==> config.mk <==
export PLATFORM = sky130hd
export DESIGN_NAME = alu_flag_stage
export DESIGN_NICKNAME = d
export VERILOG_FILES = /design/src/rtl/alu_pkg.sv /design/src/rtl/sat_unit.sv /design/src/rtl/alu_flag_stage.sv
export SDC_FILE = /design/constraint.sdc
export NUM_CORES = 1
export LEC_CHECK = 0
export BUFFER_PORTS_ARGS = -buffer_cell sky130_fd_sc_hd__clkbuf_2
export CAP_MARGIN = 15
export CORE_MARGIN = 3
export CORE_UTILIZATION = 43
export DETAILED_ROUTE_END_ITERATION = 12
export GPL_TIMING_DRIVEN = 0
export PLACE_DENSITY = 0.75
export SLEW_MARGIN = 20
export SYNTH_ARGS = -nofsm -noshare
export SYNTH_HDL_FRONTEND = slang
export SYNTH_SLANG_ARGS = --single-unit
==> constraint.sdc <==
create_clock -name clk -period 1.2 [get_ports clk]
set_input_delay 0 -clock clk [delete_from_list [all_inputs] [get_ports clk]]
set_output_delay 0 -clock clk [all_outputs]
set_load 0.005 [all_outputs]
==> src/rtl/alu_pkg.sv <==
// rtl/alu_pkg.sv - shared types and saturation constants for the ALU flag stage
package alu_pkg;

  localparam int ALU_WIDTH = 16;

  typedef enum logic [1:0] {
    OP_ARITH = 2'b00,
    OP_LOGIC = 2'b01,
    OP_PASS  = 2'b10
  } op_class_t;

  typedef struct packed {
    logic z;
    logic v;
    logic n;
  } flags_t;

  // Wide helpers; callers truncate to their own WIDTH (valid up to 64 bits).
  function automatic logic [63:0] sat_pos(int w);
    return (64'd1 << (w - 1)) - 64'd1;
  endfunction

  function automatic logic [63:0] sat_neg(int w);
    return 64'd1 << (w - 1);
  endfunction

endpackage

==> src/rtl/sat_unit.sv <==
// rtl/sat_unit.sv - combinational signed saturation of the raw adder sum
module sat_unit
  import alu_pkg::*;
#(
  parameter int WIDTH  = ALU_WIDTH,
  parameter bit SAT_EN = 1'b1
) (
  input  logic [WIDTH-1:0] sum,
  input  logic             ovfl,
  input  logic [1:0]       op_class,
  output logic [WIDTH-1:0] sat_result
);

  localparam logic [WIDTH-1:0] SAT_POS = WIDTH'(sat_pos(WIDTH));
  localparam logic [WIDTH-1:0] SAT_NEG = WIDTH'(sat_neg(WIDTH));

  always_comb begin
    sat_result = sum;
    // A wrapped sum with the sign bit set means the true result overflowed positive.
    if (SAT_EN && ovfl && (op_class == OP_ARITH)) begin
      sat_result = sum[WIDTH-1] ? SAT_POS : SAT_NEG;
    end
  end

endmodule

==> src/rtl/alu_flag_stage.sv <==
// rtl/alu_flag_stage.sv - saturating result register and architectural Z/V/N flags
module alu_flag_stage
  import alu_pkg::*;
#(
  parameter int WIDTH  = ALU_WIDTH,
  parameter bit SAT_EN = 1'b1
) (
  input  logic             clk,
  input  logic             rst,
  input  logic             in_valid,
  output logic             in_ready,
  input  logic [WIDTH-1:0] sum,
  input  logic             ovfl,
  input  logic [1:0]       op_class,
  input  logic             flush,
  output logic             out_valid,
  input  logic             out_ready,
  output logic [WIDTH-1:0] result,
  output logic             flag_z,
  output logic             flag_v,
  output logic             flag_n
);

  logic [WIDTH-1:0] sat_result;
  logic             capture;
  flags_t           flags_q;
  flags_t           flags_d;

  sat_unit #(
    .WIDTH  (WIDTH),
    .SAT_EN (SAT_EN)
  ) u_sat (
    .sum        (sum),
    .ovfl       (ovfl),
    .op_class   (op_class),
    .sat_result (sat_result)
  );

  assign in_ready = !out_valid || out_ready;
  assign capture  = in_valid && in_ready && !flush;

  // Flags come from the pre-saturation sum so branches see the true overflow.
  always_comb begin
    flags_d = flags_q;
    if (op_class == OP_ARITH) begin
      flags_d.z = (sum == '0);
      flags_d.v = ovfl;
      flags_d.n = sum[WIDTH-1];
    end else if (op_class == OP_LOGIC) begin
      flags_d.z = (sum == '0);
    end
  end

  always_ff @(posedge clk) begin
    if (rst) begin
      out_valid <= 1'b0;
      result    <= '0;
      flags_q   <= '0;
    end else begin
      if (capture) begin
        out_valid <= 1'b1;
        result    <= sat_result;
        flags_q   <= flags_d;
      end else if (flush || out_ready) begin
        out_valid <= 1'b0;
      end
    end
  end

  assign flag_z = flags_q.z;
  assign flag_v = flags_q.v;
  assign flag_n = flags_q.n;

endmodule

==> impl_metrics.py <==
metrics = {
    "run_status": {
        "outcome": "finished, violations left",
        "violations": "setup timing",
    },
    "critical_path": {
        "critPathRequiredTime_ns": 1.44,
        "reg2regPathDepth": 4,
        "critPathLaunchType": "register",
        "worstPathMaxFanout": 10,
        "endpoint_kind": "register",
        "cp.arrival_ns": 1.46,
        "worstSetupPathType": "reg -> reg",
    },
    "global_route": {
        "grt_pass1_wl_mm": 5.126,
        "antenna_found_initial": 0,
        "grt_start_max_net_pins": 12,
        "grt-ovfl-total": 0,
        "track_usage_pct": 19.65,
        "grt_pass1_vias": 1090,
    },
    "place": {
        "place_area_mm2": 0.001393,
        "dp_hpwl_mm": 2.221,
        "gp_congestion": 0.7337,
        "port-buffer-count": 44,
    },
    "synth": {
        "ys_types": 26,
        "ys_seq_elements": 20,
        "syn_area_mm2": 0.001132,
        "synthCells": 107,
        "synth_seq_area_share_pct": 35.36,
        "syn_avg_cell_area_um2": 10.58,
        "synth_nets": 131,
        "ys.warnings.count": 0,
    },
    "clock_network": {
        "root_buffer": "clkbuf_4",
        "worstSkewPairLatency_ns": 0.31,
        "cts_inserted_buffers": 3,
        "clock-sinks": 20,
        "h-tree-depth": 1,
        "cts_tree": "yes",
        "clock_path_buffers": 2,
        "cts.reportedPaths.clkPinSlew_ns": 0.12,
    },
    "hold_path": {
        "whs_path_depth": 4,
        "holdCritPathClass": "in -> reg",
    },
    "drt": {
        "routed_wl_mm": 3.128,
        "drt-vias-per-instance": 6.011,
        "ant_nets": 0,
        "dr_total_vias": 1124,
        "drt_iter0_drc": 23,
        "drc_errors": 0,
        "wl_per_cell_um": 16.73,
        "dr.pass1.iters": 4,
    },
    "timing": {
        "worst_pin_slew_ns": 0.5316,
        "setup_viol": 1,
        "maxSlewHeadroom_pct": 64.56,
        "maxSlewViolCount": 0,
        "finalWorstSetupSlack_ns": -0.02311,
        "post-route-min-period_ns": 1.223,
        "hold_violations": 0,
        "rsz0062_at_grt": "true",
        "post-route-period-util_pct": 101.9,
        "finalClockSkew_ns": 0.004748,
        "timing.fmax_mhz": 817.6,
        "fin_hold_ws_ns": 0.006665,
        "tns_ns": -0.02311,
    },
    "flow_run": {
        "cap_violations": 0,
    },
    "finish": {
        "final_cell_mix": "45 x clkbuf_2, 19 x dfxtp_1, 17 x nor3_1",
        "drive_above_1_share_pct": 52.20,
        "stdcell_area_mm2": 0.001575,
        "regArea_um2": 401.6,
        "area_growth_syn_to_layout_pct": 39.12,
        "final_common_cell": "clkbuf_2",
        "num-fill-cells": 186,
        "diodes": 0,
        "multi_input_comb_area_um2": 724.4,
        "finalNetCount": 184,
    },
    "floorplan": {
        "die_y_um": 57.32,
        "start_util_pct": 47.96,
        "ios": 45,
        "num_rows": 17,
        "coreArea_mm2": 0.002361,
        "die_w_um": 57.32,
        "dieArea_mm2": 0.003285,
    },
    "pwr": {
        "irDropWorstVdd_v": 0.0007589,
        "pwr_density_cell_mw_per_mm2": 945.6,
        "p_total_mw": 1.490,
        "p_leak_nw": 0.5791,
    },
}
-- cell type report --
| class | instances | area share [%] |
|---|---|---|
| inverter | 2 | 0.4766 |
| timing repair buffer | 48 | 16.52 |
| buffer | 13 | 6.990 |
| clock buffer | 4 | 2.303 |
| tap | 28 | 2.224 |
| sequential | 20 | 25.50 |
| multi-input combinational | 72 | 45.99 |
-- logic make-up after synthesis --
kind of cell	share of synthesized area [%]
AO/OA/AOI/OAI	38.79
AND/OR/NAND/NOR	16.13
flip-flops	35.36
buffers and inverters	8.287
XOR/XNOR	1.437
-- metrics by stage --
stage | worst slack (ns) | utilization [%] | instances
final | -0.02311 | 66.72 | 187
after global routing | -0.06437 | 66.72 | 187
after CTS | -0.0002051 | 63.59 | 187
after detailed placement | -0.2060 | 58.98 | 179
after global placement | -0.1652 | 58.98 | 179
after floorplan | 0.004645 | - | 107
-- registers in the layout, indices dropped and copies added, names as in the netlist --
name / count
flag_z: 1
flag_v: 1
result: 16
out_valid: 1
flag_n: 1
-- report_power, final --
group | switching (mW) | internal [mW]
clock | 0.229 | 0.185
combinational | 0.189 | 0.160
sequential | 0.0221 | 0.704
total | 0.440 | 1.05
-- Yosys cell counts, drive strengths merged --
| cell | n | share of area [%] |
|---|---|---|
| or3b | 1 | 0.77 |
| buf | 7 | 5.5 |
| a2111oi | 15 | 27 |
| nand3 | 1 | 0.44 |
| nor3 | 17 | 7.5 |
| o41ai | 2 | 1.5 |
| a21oi | 18 | 8.0 |
| nand2b | 1 | 0.55 |
| nor4 | 3 | 1.7 |
| nand2 | 1 | 0.33 |
| o31ai | 1 | 0.66 |
| a311oi | 1 | 1.3 |
| dfxtp | 20 | 35 |
| nand4 | 2 | 1.1 |
| inv | 2 | 0.66 |
| nor2b | 2 | 1.1 |
| nor2 | 3 | 0.99 |
| and4bb | 1 | 1.1 |
| clkbuf | 6 | 2.1 |
| xor2 | 1 | 1.4 |
| or3 | 1 | 0.55 |
| o311ai | 1 | 0.77 |
-- what timing repair did --
| item | CTS | global route |
|---|---|---|
| hold buffers | 4 | 0 |
| pin swaps | 0 | 0 |
| resized for setup | 11 | 20 |
| endpoints found under the hold margin | 3 | 0 |
| buffers inserted | 0 | 0 |
| endpoints found under the setup margin | 20 | 21 |
-- worst max-delay path, cell delays in order (launching register included) --
cell	delay, ns
dfxtp_2	0.34
nor2b_4	0.13
buf_6	0.15
or3_1	0.35
o31ai_1	0.18
-- per-layer routing --
| layer | vias to the layer above | wire length, µm | track usage [%] | part of all wire [%] |
|---|---|---|---|---|
| li1 | 526 | - | - | - |
| met1 | 557 | 1258 | 25.73 | 40 |
| met2 | 39 | 1717 | 33.28 | 55 |
| met3 | 2 | 135 | 2.941 | 4.3 |
| met4 | 0 | 17 | 5.960 | 0.54 |
| met5 | - | 0 | 0 | 0 |
-- path summary, 6_finish.rpt --
kind / from / endpoint / slack, ns
hold reg to reg: flag_n / flag_n / 0.47
hold / removal: rst / flag_z / 0.007
setup reg to reg: out_valid / flag_z / -0.02
setup / recovery: out_valid / flag_z / -0.02
No activity file was read; power rests on OpenSTA's default activity.
